==> config.mk <==
export PLATFORM = sky130hd
export DESIGN_NAME = hazard_sched_unit_flat
export DESIGN_NICKNAME = d
export VERILOG_FILES = /design/src/rtl/hazard_sched_if.sv /design/src/rtl/hazard_sched_unit.sv /design/src/flat_wrapper.sv
export SDC_FILE = /design/constraint.sdc
export NUM_CORES = 1
export LEC_CHECK = 0
export ABC_AREA = 1
export ABC_CLOCK_PERIOD_IN_PS = 4300
export BUFFER_PORTS_ARGS = -buffer_cell sky130_fd_sc_hd__buf_2
export CORE_MARGIN = 2
export CORE_UTILIZATION = 45
export DETAILED_ROUTE_END_ITERATION = 10
export HOLD_SLACK_MARGIN = 0.1
export PLACE_DENSITY = 0.76
export SYNTH_ARGS = -nofsm -noshare
export SYNTH_HDL_FRONTEND = slang
export SYNTH_SLANG_ARGS = --single-unit
==> constraint.sdc <==
create_clock -name clk -period 4.3 [get_ports clk]
set_input_delay 0.43 -clock clk [delete_from_list [all_inputs] [get_ports clk]]
set_output_delay 0.43 -clock clk [all_outputs]
set_load 0.02 [all_outputs]
==> src/rtl/hazard_sched_if.sv <==
// Hazard scheduler bus. It groups the pipeline-stage register fields that the
// scheduler observes and the control signals it returns to the stage registers.
interface hazard_sched_if #(
  parameter int CNT_W = 16
);
  logic             fwd_en;
  logic [3:0]       id_src1;
  logic [3:0]       id_src2;
  logic             id_two_src;
  logic [3:0]       exe_src1;
  logic [3:0]       exe_src2;
  logic [3:0]       exe_dest;
  logic             exe_wb_en;
  logic             exe_mem_r_en;
  logic             exe_br_taken;
  logic [3:0]       mem_dest;
  logic             mem_wb_en;
  logic             mem_r_en;
  logic             mem_w_en;
  logic [3:0]       wb_dest;
  logic             wb_wb_en;
  logic [1:0]       fu_sel_src1;
  logic [1:0]       fu_sel_src2;
  logic             stall;
  logic             flush_ifid;
  logic             flush_idex;
  logic             freeze;
  logic [CNT_W-1:0] stall_count;
  logic [CNT_W-1:0] freeze_count;

  // Pipeline side: drives the stage fields and consumes the control outputs.
  modport master (
    output fwd_en, id_src1, id_src2, id_two_src, exe_src1, exe_src2, exe_dest,
           exe_wb_en, exe_mem_r_en, exe_br_taken, mem_dest, mem_wb_en, mem_r_en,
           mem_w_en, wb_dest, wb_wb_en,
    input  fu_sel_src1, fu_sel_src2, stall, flush_ifid, flush_idex, freeze,
           stall_count, freeze_count
  );

  // Scheduler side.
  modport slave (
    input  fwd_en, id_src1, id_src2, id_two_src, exe_src1, exe_src2, exe_dest,
           exe_wb_en, exe_mem_r_en, exe_br_taken, mem_dest, mem_wb_en, mem_r_en,
           mem_w_en, wb_dest, wb_wb_en,
    output fu_sel_src1, fu_sel_src2, stall, flush_ifid, flush_idex, freeze,
           stall_count, freeze_count
  );
endinterface

==> src/rtl/hazard_sched_unit.sv <==
// Pipeline scheduler for the 5-stage ARM core. It produces the EXE forwarding
// selects, load-use/RAW stalls with bubbles, branch flushes, and a global
// freeze that holds the pipe while a multi-cycle memory access occupies MEM.
// It also keeps saturating stall/freeze statistics. CNT_W must match the
// CNT_W of the connected interface.
module hazard_sched_unit #(
  parameter int MEM_LATENCY = 2,
  parameter int CNT_W       = 16
) (
  input  logic          clk,
  input  logic          rst,
  hazard_sched_if.slave bus
);

  localparam int WAIT_W = $clog2(MEM_LATENCY) + 1;
  // The first freeze cycle happens in RUN, so MEM_WAIT counts only the rest.
  localparam logic [WAIT_W-1:0] WAIT_INIT =
    WAIT_W'((MEM_LATENCY > 1) ? (MEM_LATENCY - 2) : 0);

  typedef enum logic {RUN, MEM_WAIT} state_t;

  state_t           state;
  logic [WAIT_W-1:0] wait_cnt;
  logic [CNT_W-1:0]  stall_cnt;
  logic [CNT_W-1:0]  freeze_cnt;

  logic       mem_op;
  logic       freeze_raw;
  logic       hit_e1, hit_e2, hit_m1, hit_m2;
  logic       hazard;
  logic [1:0] sel1, sel2;
  logic       stall_o, flush_ifid_o, flush_idex_o, freeze_o;

  assign mem_op = bus.mem_r_en | bus.mem_w_en;

  // Freeze starts in the same cycle the access reaches MEM and lasts
  // MEM_LATENCY-1 cycles; the release cycle in MEM_WAIT lets the pipe advance.
  always_comb begin
    // NOTE: every signal assigned in always_comb gets a default first, so no
    // path can leave it unassigned and infer a latch.
    freeze_raw = 1'b0;
    if (state == RUN) freeze_raw = mem_op && (MEM_LATENCY > 1);
    else              freeze_raw = (wait_cnt != '0);
  end

  // Forwarding selects: a non-load MEM result beats the WB value.
  always_comb begin
    sel1 = 2'b00;
    sel2 = 2'b00;
    if (bus.fwd_en) begin
      if (bus.mem_wb_en && !bus.mem_r_en && bus.mem_dest == bus.exe_src1) sel1 = 2'b01;
      else if (bus.wb_wb_en && bus.wb_dest == bus.exe_src1)               sel1 = 2'b10;
      if (bus.mem_wb_en && !bus.mem_r_en && bus.mem_dest == bus.exe_src2) sel2 = 2'b01;
      else if (bus.wb_wb_en && bus.wb_dest == bus.exe_src2)               sel2 = 2'b10;
    end
  end

  // RAW detection: with forwarding only a load in EXE stalls; without it any
  // pending EXE or MEM writer of a used source stalls.
  always_comb begin
    hit_e1 = bus.exe_wb_en && (bus.exe_dest == bus.id_src1);
    hit_e2 = bus.exe_wb_en && (bus.exe_dest == bus.id_src2) && bus.id_two_src;
    hit_m1 = bus.mem_wb_en && (bus.mem_dest == bus.id_src1);
    hit_m2 = bus.mem_wb_en && (bus.mem_dest == bus.id_src2) && bus.id_two_src;
    if (bus.fwd_en) hazard = bus.exe_mem_r_en && (hit_e1 || hit_e2);
    else            hazard = hit_e1 || hit_e2 || hit_m1 || hit_m2;
  end

  // Output priority: reset, then freeze, then taken branch, then hazard.
  always_comb begin
    stall_o      = 1'b0;
    flush_ifid_o = 1'b0;
    flush_idex_o = 1'b0;
    freeze_o     = 1'b0;
    if (!rst) begin
      if (freeze_raw) begin
        freeze_o = 1'b1;
      end else if (bus.exe_br_taken) begin
        flush_ifid_o = 1'b1;
        flush_idex_o = 1'b1;
      end else if (hazard) begin
        stall_o      = 1'b1;
        flush_idex_o = 1'b1;
      end
    end
  end

  // Memory-wait FSM.
  always_ff @(posedge clk) begin
    // NOTE: sequential state uses non-blocking assignments so every register
    // samples pre-edge values regardless of statement order.
    if (rst) begin
      state    <= RUN;
      wait_cnt <= '0;
    end else begin
      case (state)
        RUN: begin
          if (mem_op && (MEM_LATENCY > 1)) begin
            state    <= MEM_WAIT;
            wait_cnt <= WAIT_INIT;
          end
        end
        MEM_WAIT: begin
          if (wait_cnt != '0) wait_cnt <= wait_cnt - 1'b1;
          else                state    <= RUN;
        end
        default: state <= RUN;
      endcase
    end
  end

  // Saturating statistics counters.
  always_ff @(posedge clk) begin
    if (rst) begin
      stall_cnt  <= '0;
      freeze_cnt <= '0;
    end else begin
      if (stall_o && stall_cnt != '1)   stall_cnt  <= stall_cnt + 1'b1;
      if (freeze_o && freeze_cnt != '1) freeze_cnt <= freeze_cnt + 1'b1;
    end
  end

  assign bus.fu_sel_src1  = rst ? 2'b00 : sel1;
  assign bus.fu_sel_src2  = rst ? 2'b00 : sel2;
  assign bus.stall        = stall_o;
  assign bus.flush_ifid   = flush_ifid_o;
  assign bus.flush_idex   = flush_idex_o;
  assign bus.freeze       = freeze_o;
  assign bus.stall_count  = rst ? '0 : stall_cnt;
  assign bus.freeze_count = rst ? '0 : freeze_cnt;

endmodule
==> src/flat_wrapper.sv <==
// flat-port wrapper written by rule: the top's interface ports become plain ports
module hazard_sched_unit_flat 
#(
  parameter int MEM_LATENCY = 2,
  parameter int CNT_W       = 16
)
  (clk, rst, bus_fwd_en, bus_id_src1, bus_id_src2, bus_id_two_src, bus_exe_src1, bus_exe_src2, bus_exe_dest, bus_exe_wb_en, bus_exe_mem_r_en, bus_exe_br_taken, bus_mem_dest, bus_mem_wb_en, bus_mem_r_en, bus_mem_w_en, bus_wb_dest, bus_wb_wb_en, bus_fu_sel_src1, bus_fu_sel_src2, bus_stall, bus_flush_ifid, bus_flush_idex, bus_freeze, bus_stall_count, bus_freeze_count);
  hazard_sched_if #(.CNT_W(CNT_W)) bus_i ();
  input  logic clk;
  input  logic rst;
  input wire logic [$bits(bus_i.fwd_en)-1:0] bus_fwd_en;
  input wire logic [$bits(bus_i.id_src1)-1:0] bus_id_src1;
  input wire logic [$bits(bus_i.id_src2)-1:0] bus_id_src2;
  input wire logic [$bits(bus_i.id_two_src)-1:0] bus_id_two_src;
  input wire logic [$bits(bus_i.exe_src1)-1:0] bus_exe_src1;
  input wire logic [$bits(bus_i.exe_src2)-1:0] bus_exe_src2;
  input wire logic [$bits(bus_i.exe_dest)-1:0] bus_exe_dest;
  input wire logic [$bits(bus_i.exe_wb_en)-1:0] bus_exe_wb_en;
  input wire logic [$bits(bus_i.exe_mem_r_en)-1:0] bus_exe_mem_r_en;
  input wire logic [$bits(bus_i.exe_br_taken)-1:0] bus_exe_br_taken;
  input wire logic [$bits(bus_i.mem_dest)-1:0] bus_mem_dest;
  input wire logic [$bits(bus_i.mem_wb_en)-1:0] bus_mem_wb_en;
  input wire logic [$bits(bus_i.mem_r_en)-1:0] bus_mem_r_en;
  input wire logic [$bits(bus_i.mem_w_en)-1:0] bus_mem_w_en;
  input wire logic [$bits(bus_i.wb_dest)-1:0] bus_wb_dest;
  input wire logic [$bits(bus_i.wb_wb_en)-1:0] bus_wb_wb_en;
  output wire logic [$bits(bus_i.fu_sel_src1)-1:0] bus_fu_sel_src1;
  output wire logic [$bits(bus_i.fu_sel_src2)-1:0] bus_fu_sel_src2;
  output wire logic [$bits(bus_i.stall)-1:0] bus_stall;
  output wire logic [$bits(bus_i.flush_ifid)-1:0] bus_flush_ifid;
  output wire logic [$bits(bus_i.flush_idex)-1:0] bus_flush_idex;
  output wire logic [$bits(bus_i.freeze)-1:0] bus_freeze;
  output wire logic [$bits(bus_i.stall_count)-1:0] bus_stall_count;
  output wire logic [$bits(bus_i.freeze_count)-1:0] bus_freeze_count;
  assign bus_i.fwd_en = bus_fwd_en;
  assign bus_i.id_src1 = bus_id_src1;
  assign bus_i.id_src2 = bus_id_src2;
  assign bus_i.id_two_src = bus_id_two_src;
  assign bus_i.exe_src1 = bus_exe_src1;
  assign bus_i.exe_src2 = bus_exe_src2;
  assign bus_i.exe_dest = bus_exe_dest;
  assign bus_i.exe_wb_en = bus_exe_wb_en;
  assign bus_i.exe_mem_r_en = bus_exe_mem_r_en;
  assign bus_i.exe_br_taken = bus_exe_br_taken;
  assign bus_i.mem_dest = bus_mem_dest;
  assign bus_i.mem_wb_en = bus_mem_wb_en;
  assign bus_i.mem_r_en = bus_mem_r_en;
  assign bus_i.mem_w_en = bus_mem_w_en;
  assign bus_i.wb_dest = bus_wb_dest;
  assign bus_i.wb_wb_en = bus_wb_wb_en;
  assign bus_fu_sel_src1 = bus_i.fu_sel_src1;
  assign bus_fu_sel_src2 = bus_i.fu_sel_src2;
  assign bus_stall = bus_i.stall;
  assign bus_flush_ifid = bus_i.flush_ifid;
  assign bus_flush_idex = bus_i.flush_idex;
  assign bus_freeze = bus_i.freeze;
  assign bus_stall_count = bus_i.stall_count;
  assign bus_freeze_count = bus_i.freeze_count;
  hazard_sched_unit #(.MEM_LATENCY(MEM_LATENCY), .CNT_W(CNT_W)) u_core (.clk(clk), .rst(rst), .bus(bus_i));
endmodule
==> results.json <==
{
  "clockBufferDepth": 2,
  "power_uw": 692,
  "period_share_pct": 60.4,
  "post-route-min-period_ns": 2.60,
  "io_pins": 79,
  "postCtsHoldBufs": 0,
  "fp-row-count": 28,
  "endpoint_kind": "output pin",
  "detail_route.first_pass.iterations": 4,
  "relSlewSlack_pct": 42.1,
  "critPathArrivalTime_ns": 2.17,
  "drive_gt1_share_pct": 24.0,
  "first_global_vias": 2617,
  "dpl.hpwl_um": 5190,
  "grt-ovfl-total": 0,
  "path_buf_inv": 3,
  "status": "finished clean",
  "fin_skew_ns": 0.00621,
  "crit_fanout": 52,
  "num-nets-final": 559,
  "core_um2": 5920,
  "synthFlopType": "dfxtp_1",
  "syn_area_um2": 2750,
  "place_congestion": 0.893,
  "die_area_um2": 6760,
  "ys.warnings.count": 0,
  "die_x_um": 82.2,
  "crit_slowest_cell": "inv_2",
  "clkTransAtPathRegs_ns": 0.07,
  "die_h_um": 82.2,
  "drtIter0Drc": 147,
  "grt_pass1_wl_um": 11200,
  "avgSynthCellArea_um2": 6.21,
  "wl_um": 6590,
  "syn-num-nets": 485,
  "drc": 0,
  "synth_area_leaders": "dfxtp_1 25%, nand2_1 13%, nor2_1 11%",
  "dr_wl_met3_um": 329,
  "antenna_cells": 0,
  "wl_met2_um": 3160,
  "grt_start_max_net_pins": 53,
  "final_util_pct": 54.8,
  "synth_top_cell_by_area": "dfxtp_1",
  "ys_seq_elements": 35,
  "finalSetupTns_ns": 0,
  "cts_resized": 0,
  "maxSlewViolCount": 0,
  "grt_usage_pct": 20.7,
  "synth_edf_count": 0,
  "rsz0062_at_grt": "false",
  "crit_path_start_kind": "input pin",
  "cts_sinks": 35,
  "h-tree-depth": 2,
  "maxCapViolCount": 0,
  "required_ns": 3.87,
  "peakVddDrop_uv": 200,
  "synthDistinctLibCells": 41,
  "initial_utilization_pct": 46.5,
  "cts_tree": "yes",
  "syn_inst": 443,
  "cts_buffers": 5,
  "crit_family": "buffers and inverters",
  "clock-root-buffer": "clkbuf_8",
  "path_common_cell": "buf_2",
  "synth.top_cell.area_share_pct": 25.5,
  "finalSetupViolations": 0,
  "slowest_delay_ns": 0.39,
  "max_slew.worst_pin.slew_ns": 0.869,
  "path_class": "in -> out",
  "timing.final.ws_setup_ns": 1.70,
  "io_buffer_count": 78,
  "hold_violations": 0,
  "dp_slack_ns": 1.70,
  "wl_per_cell_um": 11.1,
  "hp-class": "reg -> reg",
  "powerDensity_nw_per_um2": 213,
  "vias": 2877,
  "clock_latency_ns": 0.29,
  "wl_met1_um": 3020,
  "post_cts.repair.setup_buffers": 0,
  "leakage_nw": 1.63,
  "max_freq_mhz": 385,
  "synth-seq-area-share_pct": 25.5,
  "area_growth_pct": 17.9,
  "antenna_found_initial": 0,
  "async_flop_share_pct": 0,
  "vias_per_cell": 4.86,
  "fin_hold_ws_ns": 0.476,
  "cp_cell_sequence": "buf_2 -> inv_2 -> nand2_2 -> nor2_4 -> a21boi_2 -> buf_2",
  "ant_nets": 0,
  "routed.top_layer": "met4"
}
## routing by layer
metal | vias to the layer above | global-route usage [%]
met5 | - | 0
met1 | 1275 | 25.9
met2 | 65 | 36.2
li1 | 1530 | -
met4 | 0 | 7.00
met3 | 7 | 2.72
## layout by cell type, fill, tap and decap left out, types with 2 or more instances in the layout
cell / synthesis / layout
nor3_1: 9 / 9
nor2_1: 83 / 83
o21ai_0: 7 / 7
buf_2: 2 / 78
o21ai_1: 10 / 10
dfxtp_1: 35 / 35
nand2_2: 3 / 3
clkinv_1: 2 / 2
nor4_1: 4 / 4
o21bai_1: 10 / 10
clkbuf_8: 0 / 6
nand3_1: 11 / 11
xnor2_1: 9 / 9
inv_1: 75 / 75
nand4_1: 12 / 12
nor3_2: 2 / 2
nor2_4: 3 / 3
a21oi_1: 12 / 12
nor2_2: 6 / 6
nand3_2: 4 / 4
inv_2: 9 / 9
nand4_2: 6 / 6
a211oi_1: 3 / 3
nand2_1: 92 / 92
xor2_1: 10 / 10
ha_1: 3 / 3
## synth_stat cells, types with 4 or more instances
| master | count |
|---|---|
| nand2_1 | 92 |
| nor2_1 | 83 |
| inv_1 | 75 |
| dfxtp_1 | 35 |
| a21oi_1 | 12 |
| nand4_1 | 12 |
| nand3_1 | 11 |
| o21ai_1 | 10 |
| o21bai_1 | 10 |
| xor2_1 | 10 |
| inv_2 | 9 |
| nor3_1 | 9 |
| xnor2_1 | 9 |
| o21ai_0 | 7 |
| nand4_2 | 6 |
| nor2_2 | 6 |
| clkbuf_1 | 5 |
| nand3_2 | 4 |
| nor4_1 | 4 |
## state kept, by name, indices dropped and copies added, names as in the netlist
register and count:
u_core.freeze_cnt 16, u_core.stall_cnt 16, u_core.state 1, u_core.wait_cnt 2
## cell families after synthesis
group           Yosys count  synth area share (%)
compound gates           50                  11.2
simple gates            239                  41.4
xor+xnor                 19                  6.05
buf+inv                  97                  14.6
flops                    35                  25.5
fa+ha+maj                 3                  1.36
## power by group
part	switching, mW	internal [mW]
sequential	0.00370	0.328
combinational	0.0728	0.0446
clock	0.117	0.126
total	0.194	0.498
## metrics by stage
stage	cells	instance area [um^2]
after global placement	585	3160
after CTS	592	3250
after global routing	592	3250
final	592	3250
after detailed placement	585	3160
after floorplan	443	2750
## layout make-up
type / count / area (um^2)
well taps: 75 / 93.8
flip-flops and latches: 35 / 701
repair buffers: 78 / 390
clock inverters: 1 / 5.00
fillers: 600 / 2680
inverters: 86 / 323
clock buffers: 6 / 82.6
multi-input cells: 311 / 1650
## worst reg2reg max path: stages (launching register included)
cell     delay, ns
dfxtp_1       0.30
inv_1         0.08
ha_1          0.15
inv_1         0.04
nand2_2       0.06
o21a_2        0.19
nand2_2       0.10
nor2_4        0.35
nand3_2       0.23
o21ai_1       0.17
inv_1         0.05
nor2_1        0.08
## worst paths after layout
path | cells past startpoint | slack [ns] | from | endpoint
setup / recovery | 6 | 1.70 | rst | bus_stall
setup reg to reg | 11 | 2.42 | u_core.wait_cnt[0] | u_core.stall_cnt[7]
hold reg to reg | 2 | 0.48 | u_core.freeze_cnt[15] | u_core.freeze_cnt[15]
hold / removal | 2 | 0.48 | u_core.freeze_cnt[15] | u_core.freeze_cnt[15]
Note: power is estimated with default switching activity, not from simulation.
